<file path="config.mk">
export PLATFORM = sky130hd
export DESIGN_NAME = mem_sweep_ctrl_flat
export DESIGN_NICKNAME = d
export VERILOG_FILES = /design/src/rtl/mem_sweep_ctrl_pkg.sv /design/src/rtl/mem_sweep_ctrl_if.sv /design/src/rtl/mem_sweep_ctrl_acc.sv /design/src/rtl/mem_sweep_ctrl.sv /design/src/flat_wrapper.sv
export SDC_FILE = /design/constraint.sdc
export NUM_CORES = 1
export LEC_CHECK = 0
export BUFFER_PORTS_ARGS = -buffer_cell sky130_fd_sc_hd__buf_4
export CAP_MARGIN = 20
export CORE_MARGIN = 1
export CORE_UTILIZATION = 37
export CTS_CLUSTER_DIAMETER = 200
export DETAILED_ROUTE_END_ITERATION = 7
export GPL_TIMING_DRIVEN = 0
export PLACE_DENSITY_LB_ADDON = 0.2
export SLEW_MARGIN = 40
export SYNTH_ARGS = -nofsm -noshare
export SYNTH_HDL_FRONTEND = slang
export SYNTH_SLANG_ARGS = --single-unit
</file>
<file path="constraint.sdc">
create_clock -name clk -period 2 [get_ports clk]
set_input_delay 0.1 -clock clk [delete_from_list [all_inputs] [get_ports clk]]
set_output_delay 0.1 -clock clk [all_outputs]
set_load 0.03 [all_outputs]
</file>
<file path="src/rtl/mem_sweep_ctrl_pkg.sv">
// Shared types and constants for the block-RAM sweep controller.
package mem_sweep_pkg;

    localparam int CHECKSUM_W = 32;

    typedef enum logic [2:0] {
        S_IDLE,
        S_FILL,
        S_READ,
        S_DRAIN,
        S_DONE
    } sweep_state_t;

    typedef enum logic [1:0] {
        MODE_VERIFY      = 2'd0,
        MODE_FILL        = 2'd1,
        MODE_FILL_VERIFY = 2'd2
    } sweep_mode_t;

endpackage

</file>
<file path="src/rtl/mem_sweep_ctrl_if.sv">
// Harness control and RAM port bundle for mem_sweep_ctrl.
interface mem_sweep_ctrl_if #(
    parameter int WID_MEM = 4
);
    import mem_sweep_pkg::*;

    logic                  start;
    logic [1:0]            mode;
    logic [WID_MEM-1:0]    seed;
    logic [CHECKSUM_W-1:0] expected_sum;
    logic                  busy;
    logic                  done;
    logic                  pass;
    logic [CHECKSUM_W-1:0] checksum;
    logic [31:0]           mem_raddr;
    logic [31:0]           mem_waddr;
    logic [WID_MEM-1:0]    mem_din;
    logic                  mem_we;
    logic [WID_MEM-1:0]    mem_dout;

    modport master (
        output start, mode, seed, expected_sum, mem_dout,
        input  busy, done, pass, checksum, mem_raddr, mem_waddr, mem_din, mem_we
    );

    modport slave (
        input  start, mode, seed, expected_sum, mem_dout,
        output busy, done, pass, checksum, mem_raddr, mem_waddr, mem_din, mem_we
    );

endinterface

</file>
<file path="src/rtl/mem_sweep_ctrl_acc.sv">
// Read-data checksum: one-cycle delayed valid, 32-bit wrapping sum, final compare.
module mem_sweep_acc
    import mem_sweep_pkg::*;
#(
    parameter int WID_MEM = 4
) (
    input  logic                  clk,
    input  logic                  reset,
    input  logic                  clear,
    input  logic                  en,
    input  logic                  eval,
    input  logic [WID_MEM-1:0]    rd_data,
    input  logic [CHECKSUM_W-1:0] expected,
    output logic [CHECKSUM_W-1:0] checksum,
    output logic                  pass
);

    logic rd_valid;

    // RAM data lags its address by one cycle, so the valid flag does too.
    always_ff @(posedge clk) begin
        if (reset) begin
            rd_valid <= 1'b0;
            checksum <= '0;
            pass     <= 1'b0;
        end else begin
            rd_valid <= en;
            if (clear) begin
                checksum <= '0;
                pass     <= 1'b0;
            end else begin
                if (rd_valid) checksum <= checksum + CHECKSUM_W'(rd_data);
                if (eval)     pass     <= (checksum == expected);
            end
        end
    end

endmodule

</file>
<file path="src/rtl/mem_sweep_ctrl.sv">
// Block-RAM sweep sequencer: optional pattern fill, then full read-back checksum.
// The fill path exists only when MEM_SWEEP_FILL_EN is defined.
//
// state   | meaning
// S_IDLE  | waiting for start
// S_FILL  | writing seed+addr to every word
// S_READ  | issuing read addresses
// S_DRAIN | absorbing the last read word
// S_DONE  | one-cycle completion, pass evaluated
module mem_sweep_ctrl
    import mem_sweep_pkg::*;
#(
    parameter int WID_MEM   = 4,
    parameter int DEPTH_MEM = 32768
) (
    input  logic             clk,
    input  logic             reset,
    mem_sweep_ctrl_if.slave  bus
);

    localparam int            AW        = $clog2(DEPTH_MEM);
    localparam logic [AW-1:0] ADDR_LAST = AW'(DEPTH_MEM - 1);

    sweep_state_t          state, state_n;
    logic [AW-1:0]         addr, addr_n;
    logic                  accept;
    logic                  busy_q;
    logic                  done_q;
    logic [CHECKSUM_W-1:0] exp_q;
    logic                  mode_fill;
    logic                  mode_fv;

    // busy also covers the done cycle, so a start there is ignored
    assign accept = (state == S_IDLE) && !busy_q && bus.start;

`ifdef MEM_SWEEP_FILL_EN
    logic               fv_q, fv_n;
    logic [WID_MEM-1:0] seed_q, seed_v;
    logic               we_q;
    logic [WID_MEM-1:0] din_q;

    assign mode_fill = (bus.mode == MODE_FILL) || (bus.mode == MODE_FILL_VERIFY);
    assign mode_fv   = (bus.mode == MODE_FILL_VERIFY);
    assign seed_v    = accept ? bus.seed : seed_q;
`else
    assign mode_fill = 1'b0;
    assign mode_fv   = 1'b0;
`endif

    always_comb begin
        state_n = state;
        addr_n  = addr;
`ifdef MEM_SWEEP_FILL_EN
        fv_n    = fv_q;
`endif
        case (state)
            S_IDLE: begin
                if (accept) begin
                    addr_n  = '0;
                    state_n = mode_fill ? S_FILL : S_READ;
`ifdef MEM_SWEEP_FILL_EN
                    fv_n    = mode_fv;
`endif
                end
            end
`ifdef MEM_SWEEP_FILL_EN
            S_FILL: begin
                addr_n = addr + 1'b1;
                if (addr == ADDR_LAST) state_n = fv_q ? S_READ : S_DONE;
            end
`endif
            S_READ: begin
                addr_n = addr + 1'b1;
                if (addr == ADDR_LAST) state_n = S_DRAIN;
            end
            S_DRAIN: state_n = S_DONE;
            S_DONE:  state_n = S_IDLE;
            default: state_n = S_IDLE;
        endcase
    end

    always_ff @(posedge clk) begin
        if (reset) begin
            state  <= S_IDLE;
            addr   <= '0;
            busy_q <= 1'b0;
            done_q <= 1'b0;
            exp_q  <= '0;
        end else begin
            state  <= state_n;
            addr   <= addr_n;
            done_q <= (state == S_DONE);
            if (accept) begin
                busy_q <= 1'b1;
                exp_q  <= bus.expected_sum;
            end else if (done_q) begin
                busy_q <= 1'b0;
            end
        end
    end

`ifdef MEM_SWEEP_FILL_EN
    always_ff @(posedge clk) begin
        if (reset) begin
            fv_q   <= 1'b0;
            seed_q <= '0;
            we_q   <= 1'b0;
            din_q  <= '0;
        end else begin
            fv_q   <= fv_n;
            seed_q <= seed_v;
            we_q   <= (state_n == S_FILL);
            din_q  <= (state_n == S_FILL) ? seed_v + WID_MEM'(addr_n) : '0;
        end
    end

    assign bus.mem_we    = we_q;
    assign bus.mem_waddr = 32'(addr);
    assign bus.mem_din   = din_q;
`else
    assign bus.mem_we    = 1'b0;
    assign bus.mem_waddr = '0;
    assign bus.mem_din   = '0;
`endif

    assign bus.mem_raddr = 32'(addr);
    assign bus.busy      = busy_q;
    assign bus.done      = done_q;

    mem_sweep_acc #(
        .WID_MEM (WID_MEM)
    ) u_acc (
        .clk      (clk),
        .reset    (reset),
        .clear    (accept),
        .en       (state == S_READ),
        .eval     (state == S_DONE),
        .rd_data  (bus.mem_dout),
        .expected (exp_q),
        .checksum (bus.checksum),
        .pass     (bus.pass)
    );

endmodule

</file>
<file path="src/flat_wrapper.sv">
// flat-port wrapper written by rule: the top's interface ports become plain ports
module mem_sweep_ctrl_flat import mem_sweep_pkg::*;
#(
    parameter int WID_MEM   = 4,
    parameter int DEPTH_MEM = 32768
)
  (clk, reset, bus_start, bus_mode, bus_seed, bus_expected_sum, bus_mem_dout, bus_busy, bus_done, bus_pass, bus_checksum, bus_mem_raddr, bus_mem_waddr, bus_mem_din, bus_mem_we);
  mem_sweep_ctrl_if #(.WID_MEM(WID_MEM)) bus_i ();
  input  logic clk;
  input  logic reset;
  input wire logic [$bits(bus_i.start)-1:0] bus_start;
  input wire logic [$bits(bus_i.mode)-1:0] bus_mode;
  input wire logic [$bits(bus_i.seed)-1:0] bus_seed;
  input wire logic [$bits(bus_i.expected_sum)-1:0] bus_expected_sum;
  input wire logic [$bits(bus_i.mem_dout)-1:0] bus_mem_dout;
  output wire logic [$bits(bus_i.busy)-1:0] bus_busy;
  output wire logic [$bits(bus_i.done)-1:0] bus_done;
  output wire logic [$bits(bus_i.pass)-1:0] bus_pass;
  output wire logic [$bits(bus_i.checksum)-1:0] bus_checksum;
  output wire logic [$bits(bus_i.mem_raddr)-1:0] bus_mem_raddr;
  output wire logic [$bits(bus_i.mem_waddr)-1:0] bus_mem_waddr;
  output wire logic [$bits(bus_i.mem_din)-1:0] bus_mem_din;
  output wire logic [$bits(bus_i.mem_we)-1:0] bus_mem_we;
  assign bus_i.start = bus_start;
  assign bus_i.mode = bus_mode;
  assign bus_i.seed = bus_seed;
  assign bus_i.expected_sum = bus_expected_sum;
  assign bus_i.mem_dout = bus_mem_dout;
  assign bus_busy = bus_i.busy;
  assign bus_done = bus_i.done;
  assign bus_pass = bus_i.pass;
  assign bus_checksum = bus_i.checksum;
  assign bus_mem_raddr = bus_i.mem_raddr;
  assign bus_mem_waddr = bus_i.mem_waddr;
  assign bus_mem_din = bus_i.mem_din;
  assign bus_mem_we = bus_i.mem_we;
  mem_sweep_ctrl #(.WID_MEM(WID_MEM), .DEPTH_MEM(DEPTH_MEM)) u_core (.clk(clk), .reset(reset), .bus(bus_i));
endmodule
</file>
# After elaboration in Yosys (flattened, before gate mapping)
# Cells that the tools add are included.
# op_classes
n_addsub	2
n_eq_ne	7
mux	7
n_reduce_logical	9
# op_table
cell	count
$add 32x4->32	1
$eq 32x32->1	1
$pmux 15 s2	1
$add 15x1->15 const B	1
$eq 15x15->1 const B	1
$mux 15	1
$pmux 3 s3	1
$eq 3x2->1 const B	2
$mux 3	2
$ne 2x1->1 const B	2
$reduce_and 2->1	2
$reduce_bool 2->1	2
$eq 3x3->1 const B	1
$logic_not 3->1	1
$logic_and 1x1->1	2
$mux 1	2
$reduce_or 2->1	1
$logic_not 1->1	1
# totals
register_bits	86
in_bits	45
word_cells	33

# Logic depth before layout (Yosys ltp)
# Gate-level depths: netlist of run 1.
# depth
word_depth	5
mapped_depth	7
mapped_depth_nobuf	7

# By module
# From an unflattened synthesis of run 1, not the netlist that was laid out.
# unflattened
cells_unflattened	522
hier_area_um2	4524.3
# modules_own_cells
module	n_inst	cells_per_inst	area_per_inst_um2
mem_sweep_ctrl	1	301	2456.1
mem_sweep_acc	1	221	2068.2

# Worst setup path before layout of run 1
# No wires, ideal clock.
# synth_path
path_type	register -> register
start	register u_core.addr[0]
end	register u_core.addr[14]
arrival_time_ns	2.011
t_required_ns	1.885
slack_ns	-0.127
stages_incl_launch_ff	7
path_buffers	0
synth_period_minus_slack_ns	2.127
path_cell_list	dfxtp_1 ha_1 nand3_1 or4b_2 nand2_1 nand3_1 and3_1
# synth_via
elab_chain_cells	2
# synth_rtl
element	line	source
from (decl)	mem_sweep_ctrl.sv:25	logic [AW-1:0] addr, addr_n;
from (signal assigned)	mem_sweep_ctrl.sv:91	addr <= addr_n;
$add 15x1->15	mem_sweep_ctrl.sv:73	addr_n = addr + 1'b1;
$pmux 15 s2	mem_sweep_ctrl.sv:56	case (state)
# Every way passes these cells.
# A chain may end at the register's enable or synchronous reset.

# Worst setup path after layout of run 1
# layout_path
start	register u_core.u_acc.checksum[3]
end	register u_core.u_acc.checksum[31]
# layout_via
elab_chain_cells	1
# layout_rtl
element	line	source
from (decl)	mem_sweep_ctrl_acc.sv:14	output logic [CHECKSUM_W-1:0] checksum,
from (signal assigned)	mem_sweep_ctrl_acc.sv:32	if (rd_valid) checksum <= checksum + CHECKSUM_W'(rd_data);
$add 32x4->32	mem_sweep_ctrl_acc.sv:32	
# Every way passes these cells.

==> results.json, run 1 <==
{
  "status": "finished with violations",
  "violations": "DRC",
  "post_synth_num_cell_types": 48,
  "grt_pass1_vias": 3614,
  "min_path_cells": 3,
  "critical_path.cell_chain": "ha_1, o21a_1, a21o_4, nand4_2, or3_1, a21oi_1",
  "drt_first_pass_iters": 6,
  "clk_pin_slew_ns": 0.07,
  "r2r_slack_ns": 0.05,
  "relSlewSlack_pct": 58.8,
  "setup_viol": 0,
  "cts_tree": "yes",
  "gr-max-usage-layer": "met2",
  "drcViolationCount": 26,
  "vias": 4034,
  "clockBufferDepth": 2,
  "place_ws_ns": -0.129,
  "required_ns": 2.28,
  "combPwrFrac_pct": 17.6,
  "grt_max_degree": 16,
  "rsz0062_at_grt": "true",
  "synth_area_leaders": "dfxtp_1 (39%), buf_4 (9.3%), xnor2_1 (7.9%)",
  "cap_viol_max_count": 0,
  "crit_family": "simple AND/OR/NAND/NOR gates",
  "path_buf_inv": 0,
  "power.switching_uw": 1220,
  "synth_top_area_cell": "dfxtp_1",
  "r2r-end": "u_core.u_acc.checksum[31]",
  "routedWlPerCell_um": 14.0,
  "netlist_instances": 538,
  "nNetsFinal": 746,
  "fin_util_pct": 51.2,
  "ys.warnings.count": 0,
  "worst_path_max_delay_cell": "or3_1",
  "clkLatencyLatePin_ns": 0.34,
  "avgSynthCellArea_um2": 8.21,
  "h-tree-depth": 3,
  "num_antenna_cells": 0,
  "holdCritStartpoint": "bus_expected_sum[13]",
  "grt_overflow_total": 0,
  "use_met1_pct": 24.2,
  "p_per_area_nw_per_um2": 713,
  "min_to": "u_core.exp_q[13]",
  "routed_via_density": 4.79,
  "finalWorstSetupSlack_ns": 0.0494,
  "numCtsBuffers": 9,
  "layout-drive-gt1-share_pct": 28.7,
  "power_leakage_uw": 0.00247,
  "synth_top_area_share_pct": 39.0,
  "cp_max_fo": 8,
  "synth_flop_cell": "dfxtp_1",
  "start_util_pct": 38.4,
  "ios": 149,
  "final_common_cell": "buf_4",
  "drtIter0Drc": 166,
  "power_frac_seq_pct": 43.6,
  "most-common-layout-cells": "buf_4 (148), nand2_1 (84), dfxtp_1 (77), conb_1 (54), a21oi_1 (50)",
  "async_reset_ff_share_pct": 0,
  "vdd_drop_max_mv": 0.354,
  "rr_worst_depth": 6,
  "drv_slew": 0,
  "portBuffers": 88,
  "synth_seq_cells": 86,
  "grt_antenna_before_repair": 0,
  "place_congestion": 0.853,
  "numClockSinks": 86,
  "synth_edf_count": 0,
  "drtAntennaViolNets": 0,
  "finalCritPeriodShare_pct": 97.5,
  "grt_util_met3_pct": 3.99,
  "synth_area_um2": 4420,
  "fin_crit_ns": 1.95,
  "die_w_um": 111,
  "hold_viol_final": 0,
  "grt_usage_pct": 19.0,
  "row_count": 39,
  "yosysSeqAreaShare_pct": 39.0,
  "pwr-share-clk_pct": 38.8,
  "clock-root-buffer": "clkbuf_16",
  "worst_slew_pin_slew_ns": 0.616,
  "grt_pass1_wl_mm": 18.3,
  "synthToLayoutAreaGrowth_pct": 33.5,
  "worstSetupPathType": "flip-flop to flip-flop",
  "worst_ep_arrival_time_ns": 2.23,
  "wl_mm": 11.8,
  "internal_power_uw": 2990,
  "cp-start-kind": "flip-flop",
  "die-area_um2": 12400,
  "core-area_um2": 11500,
  "crit_path_max_incr_delay_ns": 0.40,
  "die_y_um": 111,
  "hold_path_class": "input pin to flip-flop",
  "p_sw_share_pct": 29.0,
  "fmax_ghz": 0.513,
  "fin_skew_ns": 0.00759,
  "dpl.hpwl_mm": 9.05,
  "end_kind": "flip-flop",
  "grtUsageMet2_pct": 31.8,
  "rr_startpoint": "u_core.u_acc.checksum[3]"
}
## how the worst max path moves through the flow
stage / from / end / slack [ns] / cells after the start
4_1_cts: u_core.u_acc.checksum[6] / u_core.u_acc.checksum[28] / 0.005 / 5
2_1_floorplan: u_core.addr[0] / u_core.addr[14] / 0.02 / 6
5_1_grt: u_core.u_acc.checksum[3] / u_core.u_acc.checksum[27] / -0.02 / 6
6_report: u_core.u_acc.checksum[3] / u_core.u_acc.checksum[31] / 0.05 / 6
3_5_place_dp: u_core.u_acc.checksum[0] / u_core.u_acc.checksum[22] / -0.13 / 7
3_3_place_gp: u_core.u_acc.checksum[0] / u_core.u_acc.checksum[22] / -0.08 / 7
## timing repair
action | 4_1_cts | 5_1_grt
pin swaps | 1 | 5
gates cloned | 0 | 0
hold buffers | 1 | 0
endpoints found under the setup margin | 33 | 54
endpoints found under the hold margin | 2 | 0
resized for setup | 10 | 21
setup buffers | 1 | 4
## layer usage
metal / routed length, um / share of wire [%]
met3: 793 / 6.7
met1: 5210 / 44
met5: 0 / 0
met2: 5590 / 47
met4: 172 / 1.5
## logic make-up (layout without fill, tap and decap cells)
group / count (synthesis) / after routing / synth area share [%]
flops: 86 / 86 / 39.0
mux: 6 / 6 / 1.44
other cells: 1 / 54 / 0.0849
simple gates: 216 / 216 / 23.9
buf+inv: 83 / 192 / 11.8
xor+xnor: 54 / 54 / 10.7
compound gates: 86 / 86 / 11.2
fa+ha+maj: 6 / 6 / 1.87
## sequential cells by signal (all words and copies together), names as in the netlist
name                   flops
u_core.u_acc.pass          1
u_core.bus.busy            1
u_core.addr               15
u_core.exp_q              32
u_core.state               3
u_core.u_acc.rd_valid      1
u_core.u_acc.checksum     32
u_core.bus.done            1
## synthesized netlist by cell type, types with 2 or more instances
library cell	n
buf_4	55
inv_1	7
clkbuf_1	18
nor3_2	2
nand2_1	84
o21ai_0	14
a21o_1	2
a211oi_1	4
nand2b_1	2
and4_1	3
buf_2	2
nor3_1	8
o21a_1	4
dfxtp_1	86
mux2_2	2
a21oi_1	52
nor4_1	6
nand4_1	21
and3_1	7
nand3_1	19
ha_1	5
or3_1	7
xnor2_1	40
nor4b_1	2
a311oi_1	3
mux2i_1	3
nor2_1	46
xor2_1	14
## power by group through the flow
stage | Sequential (uW) | Combinational, uW | Clock [uW]
global route | 1840 | 800 | 1750
CTS | 1830 | 721 | 1650
detailed placement | 1870 | 710 | 0
floorplan | 1870 | 513 | 0
finish | 1830 | 740 | 1630
global placement | 1870 | 694 | 0
## stage by stage
step | cell area (um2) | total power (uW) | hold slack, ns | TNS (ns) | cells
6_report | 5890 | 4210 | 0.0114 | 0 | 843
5_1_grt | 5890 | 4390 | 0.0121 | -0.0308 | 843
4_1_cts | 5810 | 4210 | 0.00545 | 0 | 840
3_5_place_dp | 5470 | 2580 | 0.331 | -1.24 | 822
3_3_place_gp | 5460 | 2560 | 0.325 | -0.929 | 822
2_1_floorplan | 4620 | 2390 | 0.179 | 0 | 591
## final cells by class
type,instances,area [um2]
fill,1147,5620
multi-input combinational,422,2450
sequential,86,1740
timing repair buffer,94,708
buffer,75,498
clock buffer,11,253
tap,143,179
clock inverter,5,42.5
inverter,7,26.3
## worst register-to-register path, cell delays in order, from the launching register on
cell and delay, ns:
dfxtp_1 0.38, ha_1 0.37, o21a_1 0.21, a21o_4 0.19
nand4_2 0.20, or3_1 0.40, a21oi_1 0.14
Power figures use the tool's default switching activity.
==> inputs of run 2 (changes only) <==
Settings changed: CORE_UTILIZATION 37 to 46, HOLD_SLACK_MARGIN from default to 0.02.
==> results.json, run 2 (synthesis results as in run 1) <==
{
  "fin_crit_ns": 1.97,
  "final_area_um2": 6030,
  "vdd_drop_max_mv": 0.444,
  "crit_path_start": "u_core.u_acc.checksum[2]",
  "ios": 149,
  "portBuffers": 88,
  "grt_pass1_vias": 3846,
  "critical_path.cell_chain": "ha_1, o21a_1, a21o_4, nand4_2, or3_1, a21oi_1",
  "cp-start-kind": "flip-flop",
  "row_count": 35,
  "layout-drive-gt1-share_pct": 26.5,
  "drv_slew": 0,
  "rr_startpoint": "u_core.u_acc.checksum[2]",
  "finalWorstSetupSlack_ns": 0.0267,
  "status": "complete, no violations",
  "fin_skew_ns": 0.00824,
  "clockBufferDepth": 2,
  "cap_viol_max_count": 0,
  "worst_path_max_delay_cell": "or3_1",
  "largestRegisters": "u_core.exp_q (32), u_core.u_acc.checksum (32), u_core.addr (15)",
  "hold_viol_final": 0,
  "most-common-layout-cells": "buf_4 (148), nand2_1 (84), dfxtp_1 (79), conb_1 (54), a21oi_1 (51)",
  "grt_usage_pct": 23.7,
  "r2r-end": "u_core.u_acc.checksum[31]",
  "fin_cells": 856,
  "grt_max_degree": 14,
  "grt_antenna_before_repair": 0,
  "fmax_ghz": 0.507,
  "die_w_um": 100,
  "die-area_um2": 10000,
  "r2r_slack_ns": 0.03,
  "crit_path_max_incr_delay_ns": 0.39,
  "end_kind": "flip-flop",
  "core-area_um2": 9280,
  "nNetsFinal": 773,
  "post_dp_cell_area_um2": 5440,
  "endpoint": "u_core.u_acc.checksum[31]",
  "drtAntennaViolNets": 0,
  "power_leakage_uw": 0.00254,
  "clock-root-buffer": "clkbuf_8",
  "die_y_um": 100,
  "dpl.hpwl_mm": 8.67,
  "dp_cells": 808,
  "start_util_pct": 47.6,
  "numCtsBuffers": 9,
  "finalCritPeriodShare_pct": 98.7,
  "routed_via_density": 4.93,
  "grt_pass1_wl_mm": 18.5,
  "place_ws_ns": -0.149,
  "final_common_cell": "buf_4",
  "rsz0062_at_grt": "true",
  "drt_first_pass_iters": 4,
  "relSlewSlack_pct": 60.0,
  "synthToLayoutAreaGrowth_pct": 36.6,
  "drcViolationCount": 0,
  "wl_mm": 11.9,
  "hold_path_class": "input pin to flip-flop",
  "num_antenna_cells": 0,
  "worst_ep_arrival_time_ns": 2.25,
  "p_per_area_nw_per_um2": 653,
  "place_congestion": 0.909,
  "clkLatencyLatePin_ns": 0.35,
  "cts_tree": "yes",
  "worst_slew_pin_slew_ns": 0.596,
  "routedWlPerCell_um": 13.9,
  "grt_overflow_total": 0,
  "h-tree-depth": 3,
  "setup_viol": 0,
  "drtIter0Drc": 206,
  "required_ns": 2.28,
  "clk_pin_slew_ns": 0.08,
  "cp_max_fo": 8,
  "vias": 4219,
  "worstSetupPathType": "flip-flop to flip-flop",
  "numClockSinks": 86,
  "rr_worst_depth": 6,
  "fillers": 801
}
run 2: how the worst min path moves through the flow:
| stage | to | cells past startpoint | slack (ns) | start |
|---|---|---|---|---|
| after floorplan | u_core.u_acc.rd_valid | 1 | 0.18 | reset |
| after global placement | u_core.state[1] | 2 | 0.32 | reset |
| after detailed placement | u_core.u_acc.rd_valid | 2 | 0.32 | reset |
| after CTS | u_core.exp_q[18] | 3 | 0.03 | bus_expected_sum[18] |
| after global routing | u_core.exp_q[27] | 3 | 0.05 | bus_expected_sum[27] |
| final | u_core.exp_q[19] | 3 | 0.03 | bus_expected_sum[19] |
run 2: what timing repair did:
action                                 in CTS  in global routing
hold buffers                               27                  0
setup endpoints to repair                  23                 46
pin swaps                                   4                  3
gates resized for setup                    11                 13
buffers inserted                            2                  3
endpoints found under the hold margin      28                  0
run 2: power by group:
| part | internal (uW) | switching (uW) | leakage (uW) | total (uW) |
|---|---|---|---|---|
| Sequential | 1780 | 54.4 | 0.000701 | 1830 |
| Clock | 736 | 601 | 0.000110 | 1340 |
| Combinational | 315 | 458 | 0.00173 | 773 |
run 2: cell type report:
cell class	instances	area (um2)	area share (%)
clock buffer	12	145	2.41
clock inverter	4	70.1	1.16
inverter	7	26.3	0.435
multi-input combinational	422	2430	40.3
timing repair buffer	120	968	16.0
buffer	76	499	8.27
tap	129	161	2.67
sequential	86	1730	28.7
run 2: stage by stage:
step	utilization, %	TNS [ns]	power [uW]	hold WS, ns
floorplan	-	0	2390	0.179
global placement	58.6	-0.482	2560	0.322
detailed placement	58.6	-1.16	2570	0.322
CTS	64.4	0	3930	0.0267
global route	65.0	-0.317	4100	0.0462
finish	65.0	0	3940	0.0311
run 2: layer usage:
metal	global-route usage, %	part of all wire, %	routed length [um]	vias up
li1	-	-	-	2103
met1	30.5	44	5230	1937
met2	40.3	49	5780	168
met3	4.04	6.2	742	11
met4	8.36	1.2	144	0
met5	0	0	0	-
run 2: worst max-delay path: cells and delay by family (launching register included):
| family | cells | cell delay [ns] |
|---|---|---|
| simple gates | 2 | 0.60 |
| compound gates | 3 | 0.53 |
| fa+ha+maj | 1 | 0.38 |
| flops | 1 | 0.38 |
